**src/rtl/demux1to2_stream.sv**
```systemverilog
// Registered 1-to-2 valid/ready stream demultiplexer with a one-entry holding slot
// per output and a wrapping per-output count of accepted words.
module demux1to2_stream #(
  parameter int unsigned WIDTH = 8,
  parameter int unsigned CNT_W = 8
) (
  input  logic             clk,
  input  logic             rst_n,
  input  logic [WIDTH-1:0] in_data,
  input  logic             in_sel,
  input  logic             in_valid,
  output logic             in_ready,
  output logic [WIDTH-1:0] out0_data,
  output logic             out0_valid,
  input  logic             out0_ready,
  output logic [WIDTH-1:0] out1_data,
  output logic             out1_valid,
  input  logic             out1_ready,
  output logic [CNT_W-1:0] cnt0,
  output logic [CNT_W-1:0] cnt1
);

  typedef enum logic {
    EMPTY = 1'b0,
    FULL  = 1'b1
  } slot_state_t;

  slot_state_t      state0_q, state0_d;
  slot_state_t      state1_q, state1_d;
  logic [WIDTH-1:0] data0_q, data0_d;
  logic [WIDTH-1:0] data1_q, data1_d;
  logic [CNT_W-1:0] cnt0_q, cnt0_d;
  logic [CNT_W-1:0] cnt1_q, cnt1_d;
  logic             accept;

  always_ff @(posedge clk or negedge rst_n) begin
    if (!rst_n) begin
      state0_q <= EMPTY;
      state1_q <= EMPTY;
      data0_q  <= '0;
      data1_q  <= '0;
      cnt0_q   <= '0;
      cnt1_q   <= '0;
    end else begin
      state0_q <= state0_d;
      state1_q <= state1_d;
      data0_q  <= data0_d;
      data1_q  <= data1_d;
      cnt0_q   <= cnt0_d;
      cnt1_q   <= cnt1_d;
    end
  end

  always_comb begin
    state0_d = state0_q;
    state1_d = state1_q;
    data0_d  = data0_q;
    data1_d  = data1_q;
    cnt0_d   = cnt0_q;
    cnt1_d   = cnt1_q;

    // A FULL slot may be refilled in the same cycle its consumer takes the word.
    if (in_sel) begin
      in_ready = (state1_q == EMPTY) || out1_ready;
    end else begin
      in_ready = (state0_q == EMPTY) || out0_ready;
    end
    accept = in_valid && in_ready;

    if (accept && !in_sel) begin
      state0_d = FULL;
      data0_d  = in_data;
      cnt0_d   = cnt0_q + CNT_W'(1);
    end else if ((state0_q == FULL) && out0_ready) begin
      state0_d = EMPTY;
    end

    if (accept && in_sel) begin
      state1_d = FULL;
      data1_d  = in_data;
      cnt1_d   = cnt1_q + CNT_W'(1);
    end else if ((state1_q == FULL) && out1_ready) begin
      state1_d = EMPTY;
    end
  end

  assign out0_valid = (state0_q == FULL);
  assign out1_valid = (state1_q == FULL);
  assign out0_data  = data0_q;
  assign out1_data  = data1_q;
  assign cnt0       = cnt0_q;
  assign cnt1       = cnt1_q;

endmodule
```
**config.mk**
```make
export PLATFORM = sky130hd
export DESIGN_NAME = demux1to2_stream
export DESIGN_NICKNAME = d
export VERILOG_FILES = /design/src/rtl/demux1to2_stream.sv
export SDC_FILE = /design/constraint.sdc
export NUM_CORES = 1
export LEC_CHECK = 0
export BUFFER_PORTS_ARGS = -buffer_cell sky130_fd_sc_hd__buf_4
export CORE_ASPECT_RATIO = 1.25
export CORE_MARGIN = 2
export CORE_UTILIZATION = 40
export DETAILED_ROUTE_END_ITERATION = 10
export HOLD_SLACK_MARGIN = 0.15
export PLACE_DENSITY = 0.75
export SLEW_MARGIN = 20
export SYNTH_ARGS = -nofsm -noshare
export SYNTH_HDL_FRONTEND = slang
export SYNTH_SLANG_ARGS = --single-unit
export TNS_END_PERCENT = 10
```
**constraint.sdc**
```tcl
create_clock -name clk -period 1.4 [get_ports clk]
set_input_delay 0.07 -clock clk [delete_from_list [all_inputs] [get_ports clk]]
set_output_delay 0.07 -clock clk [all_outputs]
set_load 0.02 [all_outputs]
```
[Yosys cells after proc, flatten, opt, wreduce, memory -nomap -nowiden]
Index checks and enable logic that the tools add are counted.
Storage, ports and cells
  register bits: 34
  output and inout port bits: 35
  logic and storage cells: 25
Operators by class
  add/sub/neg operators: 2
  multiplexer cells: 5
  bitwise operators: 2
  reduce and logical (&&, ||, !) cells: 10
Operators with widths (count)
  adder 8 x 1 -> 8 bit (second input constant): 2
  logical AND 1 bit: 5
  two-way mux 1 bit: 5
  nonzero test 2 bit: 2
  logical OR 1 bit: 2
  NOT 1 bit: 2
  logical NOT 1 bit: 1

[Logic depth before layout (Yosys ltp)]
  word-level depth: 6
  gate-level depth with buffers: 6
  mapped depth without buffers: 4

[Worst setup path after synthesis]
OpenSTA, ideal clock, no wires.
  kind: register -> register
  start point: register state0_q (netlist: out0_valid)
  end point: register cnt0_q[7] (netlist: cnt0[7])
  setup time: 0.130 ns
  arrival time: 1.140 ns
  required time: 1.270 ns
  slack: 0.130 ns
  stages on the path, launching flop included: 6
  path buffers: 1
  clock period less this slack: 1.270 ns
  path through: dfrtp_1 -> nand2b_4 -> and3b_1 -> buf_6 -> and4_4 -> xor2_2
Between the ends
  cells in the longest elaborated chain, start to end: 5
RTL lines
  start, declared: line 28  | slot_state_t state0_q, state0_d;
  start signal, assigned: line 45  | state0_q <= state0_d;
  NOT 1 bit: line 66  | in_ready = (state0_q == EMPTY) || out0_ready;
  logical OR 1 bit: line 66
  two-way mux 1 bit: line 63  | if (in_sel) begin
  logical AND 1 bit: line 68  | accept = in_valid && in_ready;
  logical AND 1 bit: line 70  | if (accept && !in_sel) begin
  end signal, assigned: line 49  | cnt0_q <= cnt0_d;
  end, declared: line 32  | logic [CNT_W-1:0] cnt0_q, cnt0_d;
Every way passes these cells.
A chain may end at the register's enable or synchronous reset.

[Worst setup path in the final report]
  start point: input port out0_ready
  end point: output port in_ready
Between the ends
  cells in the longest elaborated chain, start to end: 2
RTL lines
  start, declared: line 15  | input logic out0_ready,
  logical OR 1 bit: line 66
  two-way mux 1 bit: line 63
  end, declared: line 12  | output logic in_ready,
Every way passes these cells.

==> run_results.csv <==
group,metric,value,unit
pwr,totalPowerFinal,0.003193,W
logic_synthesis,synth-seq-area-share,0.5965,
logic_synthesis,synth_area_per_cell,10.49,um2
finish,drive_gt1_frac,0.3251,
detailed_routing,dr.pass1.iters,4,
floorplanning,dieHeight,70.77,um
setup_path,slowest_stage,"dlygate4sd3_1",
timing,fmax,726.8,MHz
floorplanning,rows,24,
global_routing,grt_overflow,0,
setup_path,path_cells,"dlygate4sd3_1, buf_4, nand2b_4, mux2_2, buf_6",
clock_network,cts_buffers,5,
run,cap_viol_max_count,0,
clock_network,clk_pin_slew,60,ps
clock_network,clock_latency,280,ps
pwr,p_switching,0.001117,W
finish,antennaDiodeCount,0,
setup_path,critical_path_required,1330,ps
timing,tightest_slew,422.9,ps
setup_path,worst-path-buf-inv,3,
detailed_routing,totalWireLength,3224,um
global_routing,antenna_found_initial,0,
setup_path,worstSetupPathType,"in2out",
floorplanning,num_io_pins,49,
placement,placed_cell_area,1819,um2
timing,setup_viol,0,
finish,final_cell_mix,"nand2_1, buf_4, dfrtp_1, dlygate4sd3_1, xnor2_1",
detailed_routing,detail_route.wl_per_cell,13.32,um
timing,drv_slew,0,
placement,dpl.cell_count,221,
floorplanning,dieArea,4063,um2
logic_synthesis,ys_warn_count,0,
setup_path,cp-start-kind,"primary input",
detailed_routing,viasPerCell,4.888,
global_routing,first_global_vias,1164,
clock_network,clk_path_buf_depth,2,
global_routing,grt_pass1_wl,5388,um
pwr,power_frac_seq,0.448,
finish,final_cell_area,2049,um2
logic_synthesis,synth_nets,152,
placement,routabilityCongestion,0.8475,
setup_path,cp.depth,5,
pwr,p_int,0.002075,W
detailed_routing,vias,1183,
timing,clock_skew,1.885,ps
pwr,combPwrFrac,0.327,
floorplanning,die_w,57.41,um
finish,stdcell_count,242,
timing,setup_tns,0,ps
timing,slew_headroom,0.7172,
run_status,status,"completed",
setup_path,reg2reg_from,"out1_valid$_DFFE_PN0P_",
setup_path,critPathMaxStageDelay,550,ps
pwr,cellPowerDensity,1558,nW/um2
setup_path,r2r_slack,80,ps
timing,rsz0062_at_grt,"no",
placement,port_buffers,48,
finish,nets,218,
timing,min_period,1376,ps
global_routing,grtUsageTotal,0.1767,
clock_network,cts_root_buffer,"clkbuf_8",
logic_synthesis,synthDistinctLibCells,21,
setup_path,crit_end,"in_ready",
setup_path,critPathTopFamily,"buffers and inverters",
timing,hold_viol,0,
global_routing,grt_max_degree,35,
min_path,hold_class,"in2reg",
finish,layout_commonest_cell,"nand2_1",
detailed_routing,drt-initial-drc-count,41,
clock_network,cts_tree,"built",
placement,hpwl,2349,um
setup_path,cp-startpoint,"out0_ready",
clock_network,htreeDepth,2,
clock_network,clock-sinks,34,
floorplanning,start_util,0.4130,
pwr,switching_share,0.3500,
setup_path,r2r_end,"out1_valid$_DFFE_PN0P_",
pwr,p_clk_frac,0.224,
logic_synthesis,ys_seq_elements,34,
logic_synthesis,syn_area,1426,um2
setup_path,end_kind,"output pin",
setup_path,rr_worst_depth,4,
pwr,p_leak,1.076,nW
floorplanning,core-area,3453,um2
setup_path,crit_fanout,4,
pwr,vdd_drop_max,0.001432,V
detailed_routing,drcViolationCount,0,
finish,synthToLayoutAreaGrowth,43.68,%
detailed_routing,ant_nets,0,
timing,period_share,0.9828,
logic_synthesis,syn_inst,136,
setup_path,arrival,1310,ps
-- logic make-up (layout without fill, tap and decap cells) --
family | Yosys count | count (layout) | share of synthesized area
simple gates | 80 | 80 | 0.2597
mux | 1 | 1 | 0.007894
fa+ha+maj | 2 | 2 | 0.01754
xor+xnor | 14 | 14 | 0.09123
flops | 34 | 34 | 0.5965
buf+inv | 5 | 72 | 0.02719
-- through the flow --
step                worst slack (ps)  utilization  hold WS (ps)
floorplan                      130.4            -        -225.6
global placement               185.2       0.5268         34.01
detailed placement             142.8       0.5268         39.46
CTS                            7.299       0.5909         278.0
global route                   1.093       0.5935         254.4
finish                         24.12       0.5935         236.6
-- worst min-delay path by stage --
stage               depth (start not counted)  slack [ps]   start                endpoint
floorplan                                   0        -230   rst_n     cnt0[0]$_DFFE_PN0P_
global placement                            1          30   rst_n  out1_valid$_DFFE_PN0P_
detailed placement                          1          40   rst_n     cnt0[6]$_DFFE_PN0P_
CTS                                         2         280   rst_n     cnt0[6]$_DFFE_PN0P_
global route                                4         250  in_sel     cnt1[6]$_DFFE_PN0P_
finish                                      4         240  in_sel     cnt1[7]$_DFFE_PN0P_
-- cell usage after synthesis --
cell	n	area, um2
buf_6	2	22.52
nor3_1	2	10.01
nand3_1	2	10.01
ha_1	2	25.02
xnor2_1	11	96.34
nand2_1	60	225.2
and3_1	3	18.77
clkbuf_1	1	3.750
nand2b_4	2	27.53
xor2_2	1	16.27
xor2_1	2	17.52
nand4_1	6	37.54
nand3b_1	1	7.510
and3_2	1	7.510
and4_4	1	11.26
dfrtp_1	34	850.8
mux2_2	1	11.26
nand2_2	1	6.260
buf_4	1	7.510
buf_2	1	5.000
and3b_1	1	8.760
-- layer usage --
metal | track usage | part of all wire | vias to the layer above | wire length, um
li1 | - | - | 563 | -
met1 | 0.2195 | 0.39 | 571 | 1270
met2 | 0.2677 | 0.52 | 36 | 1692
met3 | 0.03473 | 0.037 | 13 | 118
met4 | 0.1344 | 0.044 | 0 | 142
met5 | 0 | 0 | - | 0
-- power by group through the flow --
stage,sequential (W),combinational [W],clock (W)
floorplan,0.00166,0.000299,0
global placement,0.00143,0.000995,0
detailed placement,0.00145,0.00102,0
CTS,0.00143,0.00105,0.000737
global route,0.00146,0.00114,0.000786
finish,0.00143,0.00104,0.000717
-- timing repair --
action / in CTS / in global routing
hold endpoints to repair: 52 / 0
setup buffers: 0 / 0
gates resized for setup: 0 / 2
endpoints found under the setup margin: 0 / 2
hold buffers: 13 / 0
-- state kept, by name (all words and copies together), names as in the netlist --
register and cells:
cnt0 8, cnt1 8, out0_data 8, out1_data 8, out0_valid 1, out1_valid 1
-- worst reg2reg max path, cell delays in order, from the launching register on --
cell           delay (ps)
dfrtp_1               410
nand2b_4              100
nand3_2               110
dlygate4sd3_1         570
nand2_1                70
-- final cells by class --
| class | count | area, um2 |
|---|---|---|
| timing repair buffer | 64 | 516.7 |
| multi-input combinational | 97 | 541.8 |
| sequential | 34 | 850.8 |
| clock inverter | 1 | 5.005 |
| clock buffer | 7 | 86.33 |
| tap | 39 | 48.80 |
| fill | 298 | 1404 |
(Power assumes the default switching activity.)
